==> config.mk <==
export PLATFORM = sky130hd
export DESIGN_NAME = ex_stage
export DESIGN_NICKNAME = d
export VERILOG_FILES = /design/src/rtl/ex_stage.sv
export SDC_FILE = /design/constraint.sdc
export NUM_CORES = 2
export LEC_CHECK = 0
export CORE_ASPECT_RATIO = 0.75
export CORE_MARGIN = 2
export CORE_UTILIZATION = 50
export DETAILED_ROUTE_END_ITERATION = 10
export PLACE_DENSITY = 0.71
export SLEW_MARGIN = 10
export SYNTH_ARGS = -nofsm -noshare
export SYNTH_HDL_FRONTEND = slang
export SYNTH_SLANG_ARGS = --single-unit
==> constraint.sdc <==
create_clock -name clk -period 9.4 [get_ports clk]
set_clock_uncertainty 0.15 [all_clocks]
set_input_delay 1.41 -clock clk [delete_from_list [all_inputs] [get_ports clk]]
set_output_delay 1.41 -clock clk [all_outputs]
set_load 0.005 [all_outputs]
==> src/rtl/ex_stage.sv <==
// Execute stage of the RV32IM pipeline: ALU, branch resolution, iterative radix-2
// divider, and the EX/MEM output register.
module ex_stage #(
    parameter bit DIV_ENABLE = 1'b1
) (
    input  logic        clk,
    input  logic        reset,
    input  logic [31:0] pc_i,
    input  logic [31:0] rs1_i,
    input  logic [31:0] rs2_i,
    input  logic        br_sig_i,
    input  logic [2:0]  br_op_i,
    input  logic [2:0]  lsu_op_i,
    input  logic [4:0]  alu_op_i,
    input  logic [1:0]  data_origin_i,
    input  logic [1:0]  data_dest_i,
    input  logic [31:0] imm_i,
    input  logic [4:0]  reg_wr_addr_i,
    input  logic        reg_wr_sig_i,
    input  logic        mem_wr_sig_i,
    output logic        stall_o,
    output logic [31:0] alu_result_o,
    output logic [31:0] store_data_o,
    output logic [2:0]  lsu_op_o,
    output logic [1:0]  data_dest_o,
    output logic [4:0]  reg_wr_addr_o,
    output logic        reg_wr_sig_o,
    output logic        mem_wr_sig_o,
    output logic        br_taken_o,
    output logic [31:0] br_target_o
);

    localparam int unsigned XLEN  = 32;
    localparam int unsigned CNT_W = 5;

    localparam logic [4:0] OP_ADD  = 5'd0;
    localparam logic [4:0] OP_SUB  = 5'd1;
    localparam logic [4:0] OP_SLL  = 5'd2;
    localparam logic [4:0] OP_SLT  = 5'd3;
    localparam logic [4:0] OP_SLTU = 5'd4;
    localparam logic [4:0] OP_XOR  = 5'd5;
    localparam logic [4:0] OP_SRL  = 5'd6;
    localparam logic [4:0] OP_SRA  = 5'd7;
    localparam logic [4:0] OP_OR   = 5'd8;
    localparam logic [4:0] OP_AND  = 5'd9;
    localparam logic [4:0] OP_PASS = 5'd10;
    localparam logic [4:0] OP_DIV  = 5'd14;
    localparam logic [4:0] OP_DIVU = 5'd15;
    localparam logic [4:0] OP_REM  = 5'd16;
    localparam logic [4:0] OP_REMU = 5'd17;

    localparam logic [2:0] BR_BEQ  = 3'd0;
    localparam logic [2:0] BR_BNE  = 3'd1;
    localparam logic [2:0] BR_JAL  = 3'd2;
    localparam logic [2:0] BR_JALR = 3'd3;
    localparam logic [2:0] BR_BLT  = 3'd4;
    localparam logic [2:0] BR_BGE  = 3'd5;
    localparam logic [2:0] BR_BLTU = 3'd6;
    localparam logic [2:0] BR_BGEU = 3'd7;

    typedef enum logic [1:0] {
        S_IDLE = 2'd0,
        S_BUSY = 2'd1,
        S_DONE = 2'd2
    } div_state_e;

    div_state_e          state_q, state_d;
    logic [CNT_W-1:0]    count_q, count_d;
    logic [XLEN-1:0]     quo_q, quo_d;
    logic [XLEN-1:0]     rem_q, rem_d;
    logic [XLEN-1:0]     dvsr_q, dvsr_d;
    logic                qneg_q, qneg_d;
    logic                rneg_q, rneg_d;

    logic [XLEN-1:0]     alu_result_d, store_data_d, br_target_d;
    logic [2:0]          lsu_op_d;
    logic [1:0]          data_dest_d;
    logic [4:0]          reg_wr_addr_d;
    logic                reg_wr_sig_d, mem_wr_sig_d, br_taken_d;

    logic [XLEN-1:0]     op_a, op_b, alu_val;
    logic                is_div, signed_div, is_rem, is_link, br_cond;
    logic [XLEN-1:0]     abs_a, abs_b;
    logic [XLEN:0]       r_shift;
    logic                r_ge;
    logic [XLEN-1:0]     r_sub, div_res;

    assign op_a = data_origin_i[1] ? pc_i  : rs1_i;
    assign op_b = data_origin_i[0] ? imm_i : rs2_i;

    assign is_div     = DIV_ENABLE && (alu_op_i == OP_DIV || alu_op_i == OP_DIVU ||
                                       alu_op_i == OP_REM || alu_op_i == OP_REMU);
    assign signed_div = (alu_op_i == OP_DIV) || (alu_op_i == OP_REM);
    assign is_rem     = (alu_op_i == OP_REM) || (alu_op_i == OP_REMU);
    assign is_link    = br_sig_i && (br_op_i == BR_JAL || br_op_i == BR_JALR);

    assign stall_o = !reset && ((state_q == S_IDLE && is_div) || state_q == S_BUSY);

    // Single-cycle ALU; divide opcodes fall to 0 here and are served by the divider.
    always_comb begin
        alu_val = '0;
        case (alu_op_i)
            OP_ADD:  alu_val = op_a + op_b;
            OP_SUB:  alu_val = op_a - op_b;
            OP_SLL:  alu_val = op_a << op_b[4:0];
            OP_SLT:  alu_val = XLEN'($signed(op_a) < $signed(op_b));
            OP_SLTU: alu_val = XLEN'(op_a < op_b);
            OP_XOR:  alu_val = op_a ^ op_b;
            OP_SRL:  alu_val = op_a >> op_b[4:0];
            OP_SRA:  alu_val = $unsigned($signed(op_a) >>> op_b[4:0]);
            OP_OR:   alu_val = op_a | op_b;
            OP_AND:  alu_val = op_a & op_b;
            OP_PASS: alu_val = op_b;
            default: alu_val = '0;
        endcase
    end

    // Branch condition always uses the raw register operands.
    always_comb begin
        br_cond = 1'b0;
        case (br_op_i)
            BR_BEQ:  br_cond = (rs1_i == rs2_i);
            BR_BNE:  br_cond = (rs1_i != rs2_i);
            BR_JAL:  br_cond = 1'b1;
            BR_JALR: br_cond = 1'b1;
            BR_BLT:  br_cond = ($signed(rs1_i) <  $signed(rs2_i));
            BR_BGE:  br_cond = ($signed(rs1_i) >= $signed(rs2_i));
            BR_BLTU: br_cond = (rs1_i <  rs2_i);
            BR_BGEU: br_cond = (rs1_i >= rs2_i);
            default: br_cond = 1'b0;
        endcase
    end

    assign abs_a   = (signed_div && op_a[XLEN-1]) ? (~op_a + XLEN'(1)) : op_a;
    assign abs_b   = (signed_div && op_b[XLEN-1]) ? (~op_b + XLEN'(1)) : op_b;
    assign r_shift = {rem_q, quo_q[XLEN-1]};
    assign r_ge    = (r_shift >= {1'b0, dvsr_q});
    assign r_sub   = XLEN'(r_shift - {1'b0, dvsr_q});

    // Divide-by-zero keeps quotient all-ones since the negate flag is cleared for it.
    assign div_res = is_rem ? (rneg_q ? (~rem_q + XLEN'(1)) : rem_q)
                            : (qneg_q ? (~quo_q + XLEN'(1)) : quo_q);

    // Divider next state.
    always_comb begin
        state_d = state_q;
        count_d = count_q;
        quo_d   = quo_q;
        rem_d   = rem_q;
        dvsr_d  = dvsr_q;
        qneg_d  = qneg_q;
        rneg_d  = rneg_q;
        case (state_q)
            S_IDLE: begin
                if (is_div) begin
                    quo_d   = abs_a;
                    dvsr_d  = abs_b;
                    rem_d   = '0;
                    count_d = '0;
                    qneg_d  = signed_div && (op_a[XLEN-1] ^ op_b[XLEN-1]) && (op_b != '0);
                    rneg_d  = signed_div && op_a[XLEN-1];
                    state_d = S_BUSY;
                end
            end
            S_BUSY: begin
                rem_d   = r_ge ? r_sub : r_shift[XLEN-1:0];
                quo_d   = {quo_q[XLEN-2:0], r_ge};
                count_d = count_q + CNT_W'(1);
                if (count_q == CNT_W'(31)) begin
                    state_d = S_DONE;
                end
            end
            S_DONE: begin
                state_d = S_IDLE;
            end
            default: begin
                state_d = S_IDLE;
            end
        endcase
    end

    // EX/MEM payload; a stall cycle loads an all-zero bubble.
    always_comb begin
        alu_result_d  = is_link ? (pc_i + XLEN'(4)) : alu_val;
        br_target_d   = (br_op_i == BR_JALR) ? ((rs1_i + imm_i) & ~XLEN'(1)) : (pc_i + imm_i);
        store_data_d  = rs2_i;
        lsu_op_d      = lsu_op_i;
        data_dest_d   = data_dest_i;
        reg_wr_addr_d = reg_wr_addr_i;
        reg_wr_sig_d  = reg_wr_sig_i;
        mem_wr_sig_d  = mem_wr_sig_i;
        br_taken_d    = br_sig_i && br_cond;
        if (state_q == S_DONE) begin
            alu_result_d = div_res;
        end
        if (stall_o) begin
            alu_result_d  = '0;
            br_target_d   = '0;
            store_data_d  = '0;
            lsu_op_d      = '0;
            data_dest_d   = '0;
            reg_wr_addr_d = '0;
            reg_wr_sig_d  = 1'b0;
            mem_wr_sig_d  = 1'b0;
            br_taken_d    = 1'b0;
        end
    end

    always_ff @(posedge clk or posedge reset) begin
        if (reset) begin
            state_q       <= S_IDLE;
            count_q       <= '0;
            quo_q         <= '0;
            rem_q         <= '0;
            dvsr_q        <= '0;
            qneg_q        <= 1'b0;
            rneg_q        <= 1'b0;
            alu_result_o  <= '0;
            store_data_o  <= '0;
            lsu_op_o      <= '0;
            data_dest_o   <= '0;
            reg_wr_addr_o <= '0;
            reg_wr_sig_o  <= 1'b0;
            mem_wr_sig_o  <= 1'b0;
            br_taken_o    <= 1'b0;
            br_target_o   <= '0;
        end else begin
            state_q       <= state_d;
            count_q       <= count_d;
            quo_q         <= quo_d;
            rem_q         <= rem_d;
            dvsr_q        <= dvsr_d;
            qneg_q        <= qneg_d;
            rneg_q        <= rneg_d;
            alu_result_o  <= alu_result_d;
            store_data_o  <= store_data_d;
            lsu_op_o      <= lsu_op_d;
            data_dest_o   <= data_dest_d;
            reg_wr_addr_o <= reg_wr_addr_d;
            reg_wr_sig_o  <= reg_wr_sig_d;
            mem_wr_sig_o  <= mem_wr_sig_d;
            br_taken_o    <= br_taken_d;
            br_target_o   <= br_target_d;
        end
    end

endmodule

Word level (Yosys, flattened, before mapping)
Index checks and enable logic that the tools add are counted.
{"block": "classes", "muxes": 31, "shifts": 3, "magnitude_cmp": 7, "eq_ne": 28, "reduce_logical": 25, "addsub": 11, "bitwise": 8}
{"operator": "two-way mux 32 bit", "n": 16}
{"operator": "one-hot mux 32 bit (11 select lines)", "n": 1}
{"operator": "adder 32 x 1 -> 32 bit, second input constant", "n": 4}
{"operator": "less-than comparator 32 bit", "n": 4}
{"operator": "NOT 32 bit", "n": 4}
{"operator": "one-hot mux 32 bit (2 select lines)", "n": 2}
{"operator": "adder 32 bit", "n": 3}
{"operator": "greater-or-equal comparator 32 bit", "n": 2}
{"operator": "subtractor 32 bit", "n": 2}
{"operator": "greater-or-equal comparator 33 x 32 -> 1 bit", "n": 1}
{"operator": "adder 32 x 3 -> 32 bit, second input constant", "n": 1}
{"operator": "AND 32 bit", "n": 1}
{"operator": "== test 32 bit", "n": 1}
{"operator": "!= test 32 bit", "n": 1}
{"operator": "bitwise OR 32 bit", "n": 1}
{"operator": "nonzero test 32 bit", "n": 1}
{"operator": "left shift 32 x 5 -> 32 bit", "n": 1}
{"operator": "right shift 32 x 5 -> 32 bit", "n": 1}
{"operator": ">>> shifter 32 x 5 -> 32 bit", "n": 1}
{"operator": "bitwise XOR 32 bit", "n": 1}
{"operator": "== test 5 x 4 -> 1 bit, second input constant", "n": 5}
{"operator": "== test 5 x 3 -> 1 bit, second input constant", "n": 4}
{"operator": "== test 5 bit, second input constant", "n": 3}
{"operator": "== test 3 bit, second input constant", "n": 4}
{"operator": "other kinds (26)", "n": 48}
{"block": "word_totals", "input_bits": 153, "output_inout_bits": 110, "ff_bits": 214, "word_cells": 129}

Longest topological paths before layout
{"block": "depth", "depth_word": 8, "depth_mapped": 20, "ltp_nobuf": 15}

Least setup slack after synthesis
Ideal clock, no wire load.
{"block": "synth_timing", "path_type": "input to register", "from": "input data_origin_i[0]", "to": "register alu_result_o[24]", "setup_ns": 0.134, "n_path_buf": 6, "stages": 18, "required_ns": 9.116, "t_arrival_ns": 5.581, "setup_slack_ns": 3.535, "cell_sequence": "buf_6 > mux2i_4 > buf_4 > buf_6 > buf_2 > buf_1 > buf_2 > ha_1 > nor2b_1 > o221ai_1 > a2111oi_2 > o2111ai_1 > a32oi_1 > a21o_1 > a21oi_1 > a221o_1 > a2111oi_0 > nor3_1"}
{"block": "synth_via", "elab_chain_len": 6, "word_cells_on_any_way": 13, "cone_classes": "add/sub: 2; shift: 3; mux: 5; bitwise: 3"}
{"element": "from (decl)", "line_no": "15", "text": "input logic [1:0] data_origin_i,"}
{"element": "two-way mux 32 bit *", "line_no": "89", "text": "assign op_b = data_origin_i[0] ? imm_i : rs2_i;"}
{"element": "subtractor 32 bit, or another cell as far along", "line_no": "104", "text": "OP_SUB: alu_val = op_a - op_b;"}
{"element": "one-hot mux 32 bit (11 select lines) *", "line_no": "102", "text": "case (alu_op_i)"}
{"element": "two-way mux 32 bit *", "line_no": "184", "text": "alu_result_d = is_link ? (pc_i + XLEN'(4)) : alu_val;"}
{"element": "two-way mux 32 bit *", "line_no": "193", "text": "if (state_q == S_DONE) begin"}
{"element": "two-way mux 32 bit *", "line_no": "196", "text": "if (stall_o) begin"}
{"element": "net alu_result_d[24]", "line_no": "75", "text": "logic [XLEN-1:0] alu_result_d, store_data_d, br_target_d;"}
{"element": "to (signal assigned)", "line_no": "235", "text": "alu_result_o <= alu_result_d;"}
{"element": "to (decl)", "line_no": "22", "text": "output logic [31:0] alu_result_o,"}
The timed path passes the listed nets; every way through them passes the cells marked *.
A chain may end at the register's enable or synchronous reset.

Worst setup path in the final report
{"block": "layout_timing", "from": "input alu_op_i[2]", "to": "output stall_o"}
{"block": "layout_via", "elab_chain_len": 7, "word_cells_on_any_way": 10, "cone_classes": "eq/ne: 4; reduce/logical: 6"}
{"element": "from (decl)", "line_no": "14", "text": "input logic [4:0] alu_op_i,"}
{"element": "== test 5 x 4 -> 1 bit", "line_no": "91", "text": "assign is_div = DIV_ENABLE && (alu_op_i == OP_DIV || alu_op_i == OP_DIVU ||"}
{"element": "logical OR 1 bit (2 in a row)", "line_no": "91"}
{"element": "logical OR 1 bit *", "line_no": "92", "text": "alu_op_i == OP_REM || alu_op_i == OP_REMU);"}
{"element": "logical AND 1 bit *", "line_no": "97", "text": "assign stall_o = !reset && ((state_q == S_IDLE && is_div) || state_q == S_BUSY);"}
{"element": "logical OR 1 bit *", "line_no": "97"}
{"element": "logical AND 1 bit *", "line_no": "97"}
{"element": "to (decl)", "line_no": "21", "text": "output logic stall_o,"}
Mark *: on every way between the ends. The rest lies on a longest branch, timed or not.

==> flow_summary_export.csv <==
group,metric,value,unit
placement,dpl.hpwl,105,mm
yosys,synth_common_cells,"335 x nand2_1, 302 x nor2_1, 284 x o21ai_0",
global_route,grt_pass1_vias,27100,
clocking,cts_tree,"done",
setup_path,critPathArrivalTime,5.23,ns
die,fp.coreArea,0.0532,mm²
pwr,vdd_drop_max,0.318,mV
sta,fmax,0.147,GHz
sta,final_hold_viol_count,0,
setup_path,critPathMaxFanout,38,
setup_path,cp_data_required_time,7.84,ns
setup_path,crit_chain,"clkdlybuf4s50_1 > buf_4 > nor2b_1 > a31oi_1 > or3_4 > and2_1 > buf_4 > or2_1 > inv_2 > clkdlybuf4s50_1",
worst_hold_path,worstHoldPathType,"reg -> reg",
clocking,cts_buffers,26,
global_route,grt_use_total,46.2,%
yosys,yosys_most_used_dff,"dfrtp_1",
drt,viasPerCell,6.83,
die,pin_count,263,
setup_path,end_kind,"primary output",
die,initial_core_util,50.9,%
sta,tns,0,ns
yosys,yosys.cell_count.top_type,"nand2_1",
drt,drt_iter0_drc,4943,
setup_path,critPathMaxStageDelay,0.63,ns
yosys,ys_ff_latch,214,
clocking,clkTransAtPathRegs,0.06,ns
drt,wl_per_cell,29.8,µm
run,maxCapViolCount,0,
setup_path,r2r_cells,14,
yosys,ys_async_sr_fraction,100,%
worst_hold_path,hold_end,"dvsr_q[8]",
setup_path,r2r_start,"quo_q[31]",
pwr,p_per_area,220,mW/mm²
die,dieHeight,206,µm
placement,place_congestion,1.12,
clocking,cts-root-buf,"clkbuf_16",
die,dieArea,0.0561,mm²
clocking,clk_path_buf_depth,3,
yosys,yosysTopAreaCellShare,19.8,%
setup_path,r2r_slack,4.44,ns
yosys,syn_inst,3565,
yosys,synth-edff-count,0,
drt,antenna_left,0,
worst_hold_path,min_from,"dvsr_q[8]",
clocking,clkLatencyLatePin,0.60,ns
clocking,cts_num_sinks,214,
sta,slew_viol_final,0,
yosys,synthesis.area,0.0271,mm²
yosys,postSynthNetCount,3959,
outcome,status,"completed",
setup_path,r2r-end,"rem_q[30]",
sta,slew_headroom,8.20,%
sta,rsz0062_at_grt,"no",
global_route,grt_pass1_wl,192,mm
layout,area.growth.synth_to_final,15.3,%
yosys,yosysWarningCount,0,
drt,routed_wl,133,mm
yosys,ys_seq_area_share,19.8,%
global_route,grt_max_degree,99,
sta,setup_violations,0,
die,chipWidth,273,µm
die,num_rows,73,
sta,worst_pin_slew,1.37,ns
layout,drive_gt1_share,6.01,%
worst_hold_path,holdPathStages,2,
clocking,h-tree-depth,1,
pwr,finalPower,6.88,mW
layout,layout.nets,4115,
yosys,yosys.area.top_type,"dfrtp_1",
placement,port_buffers,262,
global_route,antenna_found_initial,15,
clocking,post_cts.repair.setup_buffers,0,
global_route,grt_overflow_total,0,
setup_path,worst_setup_path_start_kind,"input pin",
sta,period_share,72.2,%
setup_path,cp_slowest_cell,"clkdlybuf4s50_1",
clocking,holdBufCountCts,0,
drt,drc,0,
clocking,ctsResizeCount,0,
sta,min_period,6.79,ns
drt,drt_first_pass_iters,7,
yosys,avgSynthCellArea,7.60,µm²
setup_path,critical_path_class,"in -> out",
pwr,leakagePower,13.6,nW
yosys,synth_cell_types,94,
yosys,netlist_top_cells_area,"dfrtp_1 20%, ha_1 11%, mux2i_1 6.6%, o21ai_0 5.2%, a21oi_1 5.2%",
drt,vias,30500,
per-layer routing:
metal,track usage [%],wire (µm),vias to the layer above
met5,0,273,-
met2,61.3,49700,2221
met4,17.6,6320,20
li1,-,-,13400
met3,18.8,20100,340
met1,65.7,56600,14500
power by group:
group	leakage [nW]	internal, mW	switching (mW)
Combinational	10.4	1.68	2.55
Sequential	2.72	1.24	0.333
Clock	0.421	0.603	0.472
Total	13.6	3.52	3.36
cell usage in the layout (no fill, tap or decap), drive strengths merged, types with 45 or more instances in the layout:
cell type      Yosys  routed
ha               236     236
buf               68      82
a21oi            282     282
nor2             302     302
o211ai            48      48
xnor2            153     153
clkdlybuf4s50      0     260
inv              198     199
a21o              70      70
o21ai            289     289
dfrtp            214     214
mux2i            191     191
xor2              72      72
nor3              73      73
a22oi             46      46
o31ai             46      46
nand3            106     106
a31oi             45      45
nand2            335     335
worst max path at each step:
stage / end / cells after the start / startpoint
after floorplan: alu_result_o[0] / 1 / reset
after global routing: stall_o / 10 / alu_op_i[2]
after CTS: stall_o / 10 / alu_op_i[2]
final: stall_o / 10 / alu_op_i[2]
after detailed placement: alu_result_o[26] / 15 / data_origin_i[0]
after global placement: alu_result_o[30] / 15 / data_origin_i[0]
logic make-up after synthesis:
group,synth area share (%)
muxes,8.81
buffers and inverters,6.22
xor gates and xnor gates,7.27
and+or+nand+nor,18.8
DFF,19.8
AOI/OAI and AO/OA,27.8
adders and majority gates,11.3
worst max-delay path: cells and delay by family:
| kind | cells | cell delay [ns] |
|---|---|---|
| and+or+nand+nor | 4 | 1.37 |
| buffers and inverters | 5 | 2.18 |
| AOI/OAI and AO/OA | 1 | 0.22 |
through the flow:
step	setup slack (ns)	cells	util [%]	hold WS, ns	area [µm²]
3_5_place_dp	2.61	4405	57.0	0.320	30400
6_report	2.61	4459	58.7	0.334	31200
4_1_cts	2.69	4453	58.6	0.335	31200
2_1_floorplan	1.99	3565	-	0.299	27100
5_1_grt	2.48	4453	58.6	0.351	31200
3_3_place_gp	2.63	4405	57.0	0.313	30400
flip-flops by register name, indices dropped and copies added (netlist names), 2 cells and up:
register and flops:
rem_q 32, lsu_op_o 3, dvsr_q 32, data_dest_o 2
store_data_o 32, state_q 2, reg_wr_addr_o 5, quo_q 32
alu_result_o 32, br_target_o 32, count_q 5
layout make-up:
class / instances / area (µm²)
fillers: 4985 / 22000
clock inverters: 13 / 126
inverters: 199 / 754
well taps: 712 / 891
multi-input cells: 2938 / 20100
repair buffers: 342 / 3210
flip-flops and latches: 214 / 5360
diodes: 6 / 15.0
clock buffers: 35 / 736
(Power assumes the default switching activity.)
